File: src/rtl/fetch_sequencer.sv
// Control sequencer for the 8-bit fetch unit: launch, load, run with branch/stall/halt steering.
// Optional fetch-count watchdog halt is built only when FETCH_WATCHDOG_EN is defined.
module fetch_sequencer #(
  parameter int PC_W = 8,
  parameter int CNT_W = 16,
  parameter logic [CNT_W-1:0] WDOG_LIMIT = 16'hFFFF
) (
  input  logic             f_clk,
  input  logic             reset,
  input  logic             go,
  input  logic [PC_W-1:0]  go_addr,
  input  logic             halt_i,
  input  logic             stall_i,
  input  logic             br_valid,
  input  logic             br_taken,
  input  logic [PC_W-1:0]  br_target,
  input  logic [PC_W-1:0]  pc_i,
  output logic             fu_start,
  output logic [PC_W-1:0]  fu_start_addr,
  output logic             fu_branch,
  output logic             fu_taken,
  output logic [PC_W-1:0]  fu_target,
  output logic             busy,
  output logic             done,
  output logic [PC_W-1:0]  halt_pc,
  output logic [CNT_W-1:0] fetch_cnt,
  output logic             wdog_trip
);

  typedef enum logic [1:0] {
    IDLE = 2'b00,
    LOAD = 2'b01,
    RUN  = 2'b10,
    DONE = 2'b11
  } state_t;

  state_t           state_q, state_d;
  logic [PC_W-1:0]  addr_q, addr_d;
  logic [PC_W-1:0]  halt_pc_q, halt_pc_d;
  logic [CNT_W-1:0] fetch_cnt_q, fetch_cnt_d;
  logic             done_q, done_d;
  logic             wdog_hit;
  logic             halt_req;

  // Counter holds at all-ones instead of wrapping.
  function automatic logic [CNT_W-1:0] sat_inc(input logic [CNT_W-1:0] v);
    return (&v) ? v : v + {{(CNT_W-1){1'b0}}, 1'b1};
  endfunction

`ifdef FETCH_WATCHDOG_EN
  logic wdog_trip_q, wdog_trip_d;

  assign wdog_hit = (state_q == RUN) && (fetch_cnt_q == WDOG_LIMIT);

  always_comb begin
    wdog_trip_d = wdog_trip_q;
    if (state_q == LOAD)
      wdog_trip_d = 1'b0;
    else if (wdog_hit)
      wdog_trip_d = 1'b1;
  end

  always_ff @(posedge f_clk or posedge reset) begin
    if (reset) wdog_trip_q <= 1'b0;
    else       wdog_trip_q <= wdog_trip_d;
  end

  assign wdog_trip = wdog_trip_q;
`else
  logic unused_wdog_limit;
  assign unused_wdog_limit = ^WDOG_LIMIT;
  assign wdog_hit  = 1'b0;
  assign wdog_trip = 1'b0;
`endif

  assign halt_req = halt_i || wdog_hit;

  always_comb begin
    state_d       = state_q;
    addr_d        = addr_q;
    halt_pc_d     = halt_pc_q;
    fetch_cnt_d   = fetch_cnt_q;
    done_d        = 1'b0;
    fu_start      = 1'b0;
    fu_start_addr = addr_q;
    fu_branch     = 1'b0;
    fu_taken      = 1'b0;
    fu_target     = pc_i;

    unique case (state_q)
      IDLE: begin
        fu_start = 1'b1;
        if (go) begin
          addr_d  = go_addr;
          state_d = LOAD;
        end
      end
      LOAD: begin
        fu_start    = 1'b1;
        fetch_cnt_d = '0;
        state_d     = RUN;
      end
      RUN: begin
        // Halt and stall both hold the PC by forcing a taken branch to itself.
        if (halt_req) begin
          fu_branch = 1'b1;
          fu_taken  = 1'b1;
          halt_pc_d = pc_i;
          done_d    = 1'b1;
          state_d   = DONE;
        end else if (stall_i) begin
          fu_branch = 1'b1;
          fu_taken  = 1'b1;
        end else begin
          fetch_cnt_d = sat_inc(fetch_cnt_q);
          if (br_valid) begin
            fu_branch = 1'b1;
            fu_taken  = br_taken;
            fu_target = br_target;
          end
        end
      end
      DONE: begin
        fu_branch = 1'b1;
        fu_taken  = 1'b1;
        state_d   = IDLE;
      end
      default: state_d = IDLE;
    endcase
  end

  always_ff @(posedge f_clk or posedge reset) begin
    if (reset) begin
      state_q     <= IDLE;
      addr_q      <= '0;
      halt_pc_q   <= '0;
      fetch_cnt_q <= '0;
      done_q      <= 1'b0;
    end else begin
      state_q     <= state_d;
      addr_q      <= addr_d;
      halt_pc_q   <= halt_pc_d;
      fetch_cnt_q <= fetch_cnt_d;
      done_q      <= done_d;
    end
  end

  assign busy      = (state_q == LOAD) || (state_q == RUN);
  assign done      = done_q;
  assign halt_pc   = halt_pc_q;
  assign fetch_cnt = fetch_cnt_q;

endmodule

File: config.mk
export PLATFORM = sky130hd
export DESIGN_NAME = fetch_sequencer
export DESIGN_NICKNAME = d
export VERILOG_FILES = /design/src/rtl/fetch_sequencer.sv
export SDC_FILE = /design/constraint.sdc
export NUM_CORES = 1
export LEC_CHECK = 0
export ABC_CLOCK_PERIOD_IN_PS = 1960
export CAP_MARGIN = 20
export CORE_MARGIN = 2
export CORE_UTILIZATION = 39
export CTS_BUF_LIST = sky130_fd_sc_hd__clkbuf_16
export DETAILED_ROUTE_END_ITERATION = 8
export PLACE_DENSITY = 0.86
export SLEW_MARGIN = 20
export SYNTH_ARGS = -nofsm -noshare
export SYNTH_HDL_FRONTEND = slang
export SYNTH_SLANG_ARGS = --single-unit
File: constraint.sdc
create_clock -name f_clk -period 1.96 [get_ports f_clk]
set_input_delay 0.294 -clock f_clk [delete_from_list [all_inputs] [get_ports f_clk]]
set_output_delay 0.294 -clock f_clk [all_outputs]
set_load 0.02 [all_outputs]
=== Word-level counts from Yosys, hierarchy flattened ===
Cells that the tools add are included.

* Add/subtract/negate cells: 1
* Equal/unequal tests: 8
* Mux-type cells: 22
* Reductions and logical operators: 9

{| class="wikitable"
|+ Operator list
! operator !! number
|-
| $mux W16 || 3
|-
| $mux W8 || 4
|-
| $pmux W16 S2 || 1
|-
| $add A16 B1 Y16 const B || 1
|-
| $reduce_and A16 Y1 || 1
|-
| $ne A2 B2 Y1 const B || 5
|-
| $mux W1 || 9
|-
| $pmux W2 S4 || 1
|-
| $reduce_and A2 Y1 || 3
|-
| $eq A2 B2 Y1 const B || 2
|-
| $mux W2 || 2
|-
| $pmux W1 S2 || 2
|-
| $reduce_and A4 Y1 || 1
|-
| $eq A2 B1 Y1 const B || 1
|-
| $logic_not A2 Y1 || 1
|-
| $reduce_bool A2 Y1 || 1
|-
| $reduce_or A2 Y1 || 1
|-
| $logic_or A1 B1 Y1 || 1
|}

* Flip-flop bits (word level): 35
* Output and inout port bits: 46
* Logic and storage cells: 45

=== Longest topological paths before layout ===
Gate-level depths: netlist of the first run.

* Depth after elaboration: 5
* Mapped depth: 7
* Mapped depth without buffers: 6

=== Least setup slack after synthesis of the first run ===
No wires, ideal clock.

* Kind: reg2out
* Start point: reg state_q[0]
* End point: out fu_target[0]
* Arrival time: 1709 ps
* Data required time: 1666 ps
* Slack: -43 ps
* Stages on the path, launching flop included: 8
* Buffers on the path: 2
* Cells stage by stage: dfrtp_1 > inv_1 > ha_1 > buf_4 > nor3b_4 > and2_1 > buf_2 > mux2_2

* Word-level cells in the longest chain between the ends: 2

{| class="wikitable"
|+ Ends and longest elaborated chain
! element !! RTL line !! text
|-
| start, declared || 37 || <nowiki>state_t state_q, state_d;</nowiki>
|-
| start signal, assigned || 140 || <nowiki>state_q <= state_d;</nowiki>
|-
| $eq A2 B2 Y1 || 90 || <nowiki>unique case (state_q)</nowiki>
|-
| $mux W8 || 90 ||
|-
| end, declared || 22 || <nowiki>output logic [PC_W-1:0] fu_target,</nowiki>
|}

Every way passes these cells.

=== Worst setup path in the final report of the first run ===
* Start point: reg state_q[0]
* End point: out fu_target[3]

The elaborated chain is that of the path after synthesis.

==> results of run 1 <==
==> placed cells by master, fill, tap and decap left out, types with 2 or more instances in the layout <==
master / netlist / routed
ha_1: 5 / 3
nor3_1: 3 / 2
and2_1: 3 / 2
clkbuf_16: 0 / 5
buf_6: 3 / 12
a21oi_1: 3 / 3
clkdlybuf4s50_1: 0 / 61
nand2b_1: 6 / 6
inv_1: 8 / 7
o311ai_0: 4 / 2
o211ai_1: 6 / 6
mux2_4: 0 / 8
nand2_1: 13 / 13
mux2_2: 25 / 17
o31ai_1: 2 / 2
or4_1: 5 / 4
nand3_1: 10 / 10
nand4_1: 5 / 5
buf_4: 3 / 24
dfrtp_1: 35 / 35
mux2i_1: 8 / 8
buf_2: 2 / 2
and3_1: 3 / 3
==> flip-flops by register name, summed over array words and instances (netlist names) <==
| name | count |
|---|---|
| fetch_cnt | 16 |
| fu_start_addr | 8 |
| halt_pc | 8 |
| state_q | 2 |
| done | 1 |
==> critical path, stage by stage, from the launching register on <==
cell,delay (ps)
dfrtp_1,400
inv_2,80
ha_4,120
nor3b_4,180
and2_4,180
buf_6,130
mux2_4,310
buf_6,130
==> timing repair <==
| item | in CTS | in global routing |
|---|---|---|
| endpoints found under the setup margin | 21 | 21 |
| buffers inserted | 2 | 7 |
| cloned | 0 | 1 |
| pin swaps | 2 | 7 |
| gates resized for setup | 66 | 34 |
==> per-stage QoR <==
step	cell area, um^2	setup WS [ps]
CTS	3060	-145
finish	3220	-146
detailed placement	2860	-544
global placement	2860	-506
floorplan	1960	-43.0
global route	3220	-230
==> cell type report <==
| type | instances | area, um^2 | area share [%] |
|---|---|---|---|
| Clock buffer | 5 | 125 | 3.88 |
| Inverter | 8 | 30.0 | 0.931 |
| Tap cell | 67 | 83.8 | 2.60 |
| Clock inverter | 3 | 38.8 | 1.20 |
| Multi-Input combinational cell | 123 | 1090 | 33.8 |
| Timing Repair Buffer | 103 | 982 | 30.5 |
| Sequential cell | 35 | 876 | 27.2 |
==> worst min-delay path by stage <==
stage	start	to	slack (ps)	cells past startpoint
2_1_floorplan	go_addr[0]	fu_start_addr[0]$_DFFE_PP0P_	440	1
3_3_place_gp	halt_pc[0]$_DFFE_PP0P_	halt_pc[0]$_DFFE_PP0P_	490	1
3_5_place_dp	fu_start_addr[4]$_DFFE_PP0P_	fu_start_addr[4]$_DFFE_PP0P_	490	1
4_1_cts	reset	fu_start_addr[6]$_DFFE_PP0P_	450	3
5_1_grt	reset	fu_start_addr[6]$_DFFE_PP0P_	470	3
6_report	reset	halt_pc[0]$_DFFE_PP0P_	420	3
==> per-layer routing <==
metal,global-route usage [%],vias to the layer above,share of wire (%)
li1,-,862,-
met1,25.1,896,42
met2,31.9,70,52
met3,4.82,8,4.6
met4,7.54,0,1.8
met5,0,-,0
==> report_power, final <==
group | total (mW) | internal (mW) | switching (mW)
clock | 0.886 | 0.592 | 0.293
combinational | 2.11 | 1.12 | 0.996
sequential | 1.13 | 0.961 | 0.173
total | 4.13 | 2.67 | 1.46
==> cells by family (layout without fill, tap and decap cells) <==
family                     Yosys count  after routing  share of synthesized area [%]
and+or+nand+nor                     61             61                           19.1
DFF                                 35             35                           44.6
muxes                               33             33                           18.4
AOI/OAI and AO/OA                   23             23                           9.12
buffers and inverters               18            119                           5.29
adders and majority gates            5              5                           3.19
other                                1              1                          0.191
==> synth_stat cells (all sizes together), types with 2 or more instances <==
master / count / area (um^2)
a21oi: 3 / 15.0
a311oi: 2 / 17.5
and2: 3 / 18.8
and3: 3 / 18.8
buf: 9 / 70.1
dfrtp: 35 / 876
ha: 5 / 62.6
inv: 8 / 30.0
mux2: 25 / 282
mux2i: 8 / 80.1
nand2: 13 / 48.8
nand2b: 6 / 37.5
nand3: 10 / 50.1
nand4: 6 / 43.8
nor2: 2 / 10.0
nor3: 3 / 15.0
nor3b: 2 / 26.3
nor4: 3 / 25.0
o211ai: 6 / 45.0
o311ai: 4 / 35.0
o31ai: 2 / 15.0
or4: 5 / 37.5
==> impl_metrics.toml, run 1 <==
[finish]
n_antenna_cell = 0
fillers = 340
post-route-util_pct = 67.4
layout-drive-gt1-share_pct = 31.8
fin_cells = 344
layout-area-overhead-vs-synth_pct = 64.3
num-nets-final = 312

[power_and_ir_drop]
p_leak_nw = 1.38
fin_total_pwr_mw = 4.13
peakVddDrop_v = 0.000891
p_per_area_mw_per_mm2 = 1280

[route]
ant_nets = 0
wl_per_cell_um = 16.4
dr_total_vias = 1836
drtPass1Iterations = 4
routed_wl_um = 5630
drc = 0
drt_iter0_drc = 111
viasPerCell = 5.34

[sta]
fin_ws_ps = -146
rsz0062_at_grt = "true"
setup_viol = 9
tns_ps = -1170
fin_hold_ws_ps = 421
finalCriticalPeriod_ps = 2110
finalHoldViolCount = 0
slew_violations = 0
fmax_ghz = 0.475
skew_ps = 4.67
fin_crit_sh_pct = 107

[setup_path]
path_class = "reg2out"
cp.arrival_ps = 1810
startpoint = "state_q[0]$_DFFE_PP0P_"
reg2reg_depth = 8
worstSetupEndpointType = "output port"
start_kind = "flip-flop"
cp_max_fo = 5
rrSetupSlack_ps = -100
critPathCapture = "fu_target[3]"
r2r_start = "state_q[0]$_DFFE_PP0P_"
reg2reg_to = "fetch_cnt[4]$_DFFE_PP0P_"
crit_required_ps = 1670

[grt]
grt_pass1_vias = 1741
grt_pass1_wl_um = 8380
grt_max_degree = 36
antenna_found_initial = 0
overflow = 0
grt_use_total_pct = 19.6

[cts]
ctsHoldBuffers = 0
clockBufferDepth = 2
cts_tree = "done"
cts_num_sinks = 35
cts-root-buf = "clkbuf_16"
h-tree-depth = 2
path_clk_slew_ps = 60
clk_latency_ps = 280
numCtsBuffers = 5

[placed_design]
hpwl_um = 3750
place_inst = 326
gp_congestion = 0.815
io_buffers = 75

[status]
status = "finished with violations"
violations = "negative setup slack"

[flow_run]
max-cap-violations = 0

[floorplan]
pin_count = 77
start_util_pct = 41.0
core_area_mm2 = 0.00479
die_area_mm2 = 0.00561
rows = 25
die_h_um = 74.9
chipWidth_um = 74.9

[synth]
ys_warn_count = 0
syn_nets = 212
yosysSeqAreaShare_pct = 44.6
synth_cell_types = 42
synthesis.area_mm2 = 0.00196
synth-main-ff-cell = "dfrtp_1"
synth_seq_cells = 35
async_flop_share_pct = 100
synth_cells = 176
postSynthAreaPerCell_um2 = 11.1
synth_edf_count = 0

[hold_path]
hold_path.class = "in2async"
Note: power is estimated with default switching activity, not from simulation.
==> inputs of run 2 (changes only) <==
--- a/config.mk
+++ b/config.mk
@@ -12,6 +12,7 @@
 export CTS_BUF_LIST = sky130_fd_sc_hd__clkbuf_16
 export DETAILED_ROUTE_END_ITERATION = 8
 export PLACE_DENSITY = 0.86
+export SETUP_SLACK_MARGIN = 0.05
 export SLEW_MARGIN = 20
 export SYNTH_ARGS = -nofsm -noshare
 export SYNTH_HDL_FRONTEND = slang
==> run 2 against run 1 <==
The run still ends with negative setup slack left. Clock-buffer cell count is the same. First-iteration DRC count shrank 47%. Wire length shrank 8.9%. Cell count shrank 2.9%. Critical path type unchanged. Critical endpoint is now fu_target[7]. Highest routed layer unchanged.
==> impl_metrics.toml, run 2 (synthesized netlist as in run 1, its figures left out) <==
[power_and_ir_drop]
p_leak_nw = 1.30
p_seq_share_pct = 28.4
p_sw_mw = 1.43
power.internal_mw = 2.55
p_per_area_mw_per_mm2 = 1270
share_comb_of_total_power_pct = 48.8
swShare_pct = 36.0
peakVddDrop_v = 0.000811
clkPwrFrac_pct = 22.9

[finish]
layout-area-overhead-vs-synth_pct = 59.7
final_cell_mix = "63 x clkdlybuf4s50_1, 35 x dfrtp_1, 17 x mux2_2"
final_common_cell = "clkdlybuf4s50_1"
fin_cells = 334
n_antenna_cell = 0
post-route-util_pct = 65.5
num-nets-final = 302
layout-drive-gt1-share_pct = 28.8
largest_reg_flops = 16
fin_area_mm2 = 0.00313

[cts]
ctsHoldBuffers = 0
cts_num_sinks = 35
clk_latency_ps = 280
cts_tree = "done"
numCtsBuffers = 5
clockBufferDepth = 2
h-tree-depth = 2
path_clk_slew_ps = 60
cts-root-buf = "clkbuf_16"

[route]
viasPerCell = 5.26
drt_iter0_drc = 59
drtPass1Iterations = 4
dr_total_vias = 1756
drc = 0
ant_nets = 0
routed_wl_um = 5130
wl_per_cell_um = 15.4

[placed_design]
hpwl_um = 3680
place_inst = 324
gp_congestion = 0.844
io_buffers = 75
placed_cell_area_mm2 = 0.00289

[grt]
grt_pass1_vias = 1648
antenna_found_initial = 0
grt_max_degree = 36
grt_use_total_pct = 18.9
grt_pass1_wl_um = 7900
overflow = 0

[floorplan]
rows = 25
start_util_pct = 41.0
core_area_mm2 = 0.00479
die_area_mm2 = 0.00561
pin_count = 77
chipWidth_um = 74.9
die_h_um = 74.9

[sta]
fin_crit_sh_pct = 108
skew_ps = 8.40
rsz0062_at_grt = "true"
setup_viol = 11
slew_violations = 0
fmax_ghz = 0.472
finalCriticalPeriod_ps = 2120
fin_ws_ps = -158
finalHoldViolCount = 0

[setup_path]
crit_required_ps = 1670
cp.arrival_ps = 1820
cp_max_fo = 8
path_class = "reg2out"
worstSetupEndpointType = "output port"
start_kind = "flip-flop"

[status]
status = "finished with violations"
violations = "negative setup slack"

[flow_run]
max-cap-violations = 0

[hold_path]
hold_path.class = "in2async"
[run 2: cell types whose count changed in the layout (fill, tap and decap cells not counted), moves of 2 or more]
| cell | change |
|---|---|
| o311ai_0 | +2 |
| clkdlybuf4s50_1 | +2 |
| nor3_2 | +2 |
| buf_6 | -2 |
| buf_4 | -9 |
[run 2: critical path, stage by stage, from the launching register on]
cell and delay [ps]:
dfrtp_1 400, inv_2 90, ha_4 130, nor3b_4 180
and2_4 180, buf_12 130, mux2_4 300, buf_6 130
[run 2: area by class of cell]
cell class / count / area [um^2]
Multi-Input combinational cell: 124 / 1070
Clock inverter: 3 / 43.8
Tap cell: 67 / 83.8
Clock buffer: 5 / 125
Inverter: 8 / 30.0
Timing Repair Buffer: 92 / 901
Fill cell: 366 / 1650
Sequential cell: 35 / 876
[run 2: routing by layer]
layer  up-vias  share of wire (%)  global-route usage, %
met3         6                5.5                   4.82
li1        845                  -                      -
met5         -                  0                      0
met4         0                1.2                   5.95
met1       848                 42                   24.1
met2        57                 51                   31.4
[run 2: stage by stage]
step	setup WS, ps	power, mW	TNS (ps)	hold slack (ps)
floorplan	32.9	2.17	0	445
global placement	-473	2.99	-6370	487
detailed placement	-500	3.06	-6890	494
CTS	-157	4.01	-1290	426
global route	-234	4.20	-2500	464
finish	-158	3.98	-1340	405
[run 2: worst paths after layout]
check	start	endpoint	slack, ps	cells past startpoint
worst max-delay path	state_q[0]$_DFFE_PP0P_	fu_target[7]	-160	7
worst min-delay path	reset	fu_start_addr[4]$_DFFE_PP0P_	410	3
worst max register to register	state_q[0]$_DFFE_PP0P_	fetch_cnt[4]$_DFFE_PP0P_	-60	6
worst min register to register	halt_pc[0]$_DFFE_PP0P_	halt_pc[0]$_DFFE_PP0P_	500	1
max in group asynchronous	reset	fetch_cnt[12]$_DFFE_PP0P_	1230	3
min in group f_clk	halt_pc[0]$_DFFE_PP0P_	halt_pc[0]$_DFFE_PP0P_	500	1
[run 2: power groups by stage]
| stage | Sequential (mW) | Combinational [mW] | Clock (mW) |
|---|---|---|---|
| after floorplan | 1.38 | 0.793 | 0 |
| after global placement | 1.11 | 1.88 | 0 |
| after detailed placement | 1.13 | 1.93 | 0 |
| after CTS | 1.13 | 1.95 | 0.926 |
| after global routing | 1.16 | 2.08 | 0.955 |
| final | 1.13 | 1.94 | 0.911 |
[run 2: repair_timing]
action	in CTS	in global routing
hold endpoints to repair	0	0
pin swaps	3	3
resized for setup	70	6
setup endpoints to repair	23	24
setup buffers	1	1
gates cloned	1	0
==> inputs of run 3 (changes only) <==
--- a/config.mk
+++ b/config.mk
@@ -8,10 +8,11 @@
 export ABC_CLOCK_PERIOD_IN_PS = 1960
 export CAP_MARGIN = 20
 export CORE_MARGIN = 2
-export CORE_UTILIZATION = 39
+export CORE_UTILIZATION = 50
 export CTS_BUF_LIST = sky130_fd_sc_hd__clkbuf_16
 export DETAILED_ROUTE_END_ITERATION = 8
-export PLACE_DENSITY = 0.86
+export DONT_BUFFER_PORTS = 1
+export PLACE_DENSITY = 0.78
 export SETUP_SLACK_MARGIN = 0.05
 export SLEW_MARGIN = 20
 export SYNTH_ARGS = -nofsm -noshare
==> run 3 against run 2 <==
Cell count shrank 25%. Critical path type unchanged. Core utilization is 0.13 points higher. Critical endpoint is now fu_target[3]. Largest cell class unchanged. First-iteration DRC count rose by 120%. The flow still finishes with violations (negative setup slack). Non-clock buffer count decreased by 64.
==> impl_metrics.toml, run 3 (synthesized netlist as in run 1, its figures left out) <==
[status]
status = "finished with violations"
violations = "negative setup slack"

[power_and_ir_drop]
peakVddDrop_v = 0.000745
swShare_pct = 37.4
p_sw_mw = 1.34
power.internal_mw = 2.24
share_comb_of_total_power_pct = 33.4
p_leak_nw = 1.07
p_per_area_mw_per_mm2 = 1470
clkPwrFrac_pct = 28.4
p_seq_share_pct = 38.3

[setup_path]
path_cells = "inv_2 > ha_4 > nor3b_4 > and2_4 > buf_12 > mux2_4"
start_kind = "flip-flop"
crit_required_ps = 1670
cp.arrival_ps = 1730
cp_slowest_stage_delay_ps = 390
cp_top_family = "flip-flops"
worstSetupEndpointType = "output port"
path_class = "reg2out"
critPathSlowestCell = "dfrtp_1"
cp_max_fo = 8
crit_buf_inv = 2
startpoint = "state_q[0]$_DFFE_PP0P_"
r2r_start = "state_q[0]$_DFFE_PP0P_"

[route]
wl_per_cell_um = 19.5
drc = 0
drtPass1Iterations = 4
drt_iter0_drc = 129
viasPerCell = 6.27
routed_wl_um = 4900
dr_total_vias = 1574
ant_nets = 0

[cts]
clockBufferDepth = 2
clk_latency_ps = 280
path_clk_slew_ps = 50
numCtsBuffers = 5
cts_num_sinks = 35
ctsHoldBuffers = 0
cts-root-buf = "clkbuf_16"
h-tree-depth = 2
cts_tree = "done"

[placed_design]
hpwl_um = 3310
dp_slack_ps = 30.9
io_buffers = 0
gp_congestion = 0.849
placed_cell_area_mm2 = 0.00216

[sta]
rsz0062_at_grt = "true"
fin_crit_sh_pct = 103
skew_ps = 4.30
fmax_ghz = 0.493
slew_violations = 0
fin_ws_ps = -68.5
finalHoldViolCount = 0
finalCriticalPeriod_ps = 2030
setup_viol = 8

[grt]
antenna_found_initial = 0
overflow = 0
grt_pass1_wl_um = 7310
grt_pass1_vias = 1504
grt_use_total_pct = 22.5
grt_max_degree = 36

[finish]
layout-drive-gt1-share_pct = 35.5
multi_input_area_mm2 = 0.00106
final_cell_mix = "35 x dfrtp_1, 26 x buf_4, 17 x mux2_2"
post-route-util_pct = 65.6
num-nets-final = 238
n_antenna_cell = 0
final_common_cell = "dfrtp_1"
layout-area-overhead-vs-synth_pct = 24.2
regArea_um2 = 876
largest_reg_flops = 16
fin_area_mm2 = 0.00244
fillers = 282

[floorplan]
core_area_mm2 = 0.00372
die_h_um = 66.6
die_area_mm2 = 0.00444
pin_count = 77
chipWidth_um = 66.6
rows = 22
start_util_pct = 52.8

[flow_run]
max-cap-violations = 0

[hold_path]
hold_path.class = "in2async"
==> run 3: final timing paths <==
path / end / slack [ps] / cells past startpoint
setup / recovery: fu_target[3] / -70 / 6
hold / removal: halt_pc[1]$_DFFE_PP0P_ / 6 / 2
setup reg to reg: fetch_cnt[9]$_DFFE_PP0P_ / 50 / 8
hold reg to reg: fetch_cnt[6]$_DFFE_PP0P_ / 600 / 1
max in group asynchronous: fetch_cnt[9]$_DFFE_PP0P_ / 1630 / 2
min in group f_clk: halt_pc[5]$_DFFE_PP0P_ / 160 / 1
==> run 3: power by group through the flow <==
stage               clock (mW)  combinational [mW]  sequential [mW]
CTS                       1.02                1.15             1.37
global placement             0                1.04             1.36
global route              1.07                1.29             1.40
detailed placement           0                1.09             1.38
floorplan                    0               0.793             1.38
finish                    1.02                1.19             1.37
==> run 3: what timing repair did <==
| action | in CTS | in global routing |
|---|---|---|
| cloned | 0 | 1 |
| endpoints found under the setup margin | 14 | 20 |
| setup buffers | 3 | 3 |
| pin swaps | 1 | 3 |
| gates resized for setup | 5 | 8 |
==> run 3: final cells by class <==
class / count / area share (%)
tap: 48 / 2.46
clock buffer: 5 / 5.13
timing repair buffer: 28 / 9.29
multi-input combinational: 124 / 43.3
clock inverter: 3 / 2.62
sequential: 35 / 35.9
inverter: 8 / 1.23
==> run 3: stage by stage <==
| step | hold WS, ps | setup TNS (ps) | instances | total power, mW |
|---|---|---|---|---|
| floorplan | 445 | 0 | 176 | 2.17 |
| global placement | 301 | 0 | 236 | 2.40 |
| detailed placement | 319 | 0 | 236 | 2.47 |
| CTS | 21.4 | -364 | 247 | 3.55 |
| global route | 40.8 | -991 | 251 | 3.75 |
| finish | 5.68 | -522 | 251 | 3.58 |
==> run 3: worst register-to-register path, cell delays in order (launching register included) <==
cell     delay, ps
dfrtp_1        390
inv_2           90
ha_4           140
nor3b_4        180
buf_4          140
nand4_1        140
buf_4          190
or4b_1         470
nand3_1        100
==> run 3: routing by layer <==
metal / part of all wire (%) / GRT usage [%]
met3: 8.9 / 8.11
met1: 39 / 27.8
met5: 0 / 0
met4: 2.1 / 8.67
met2: 50 / 35.9
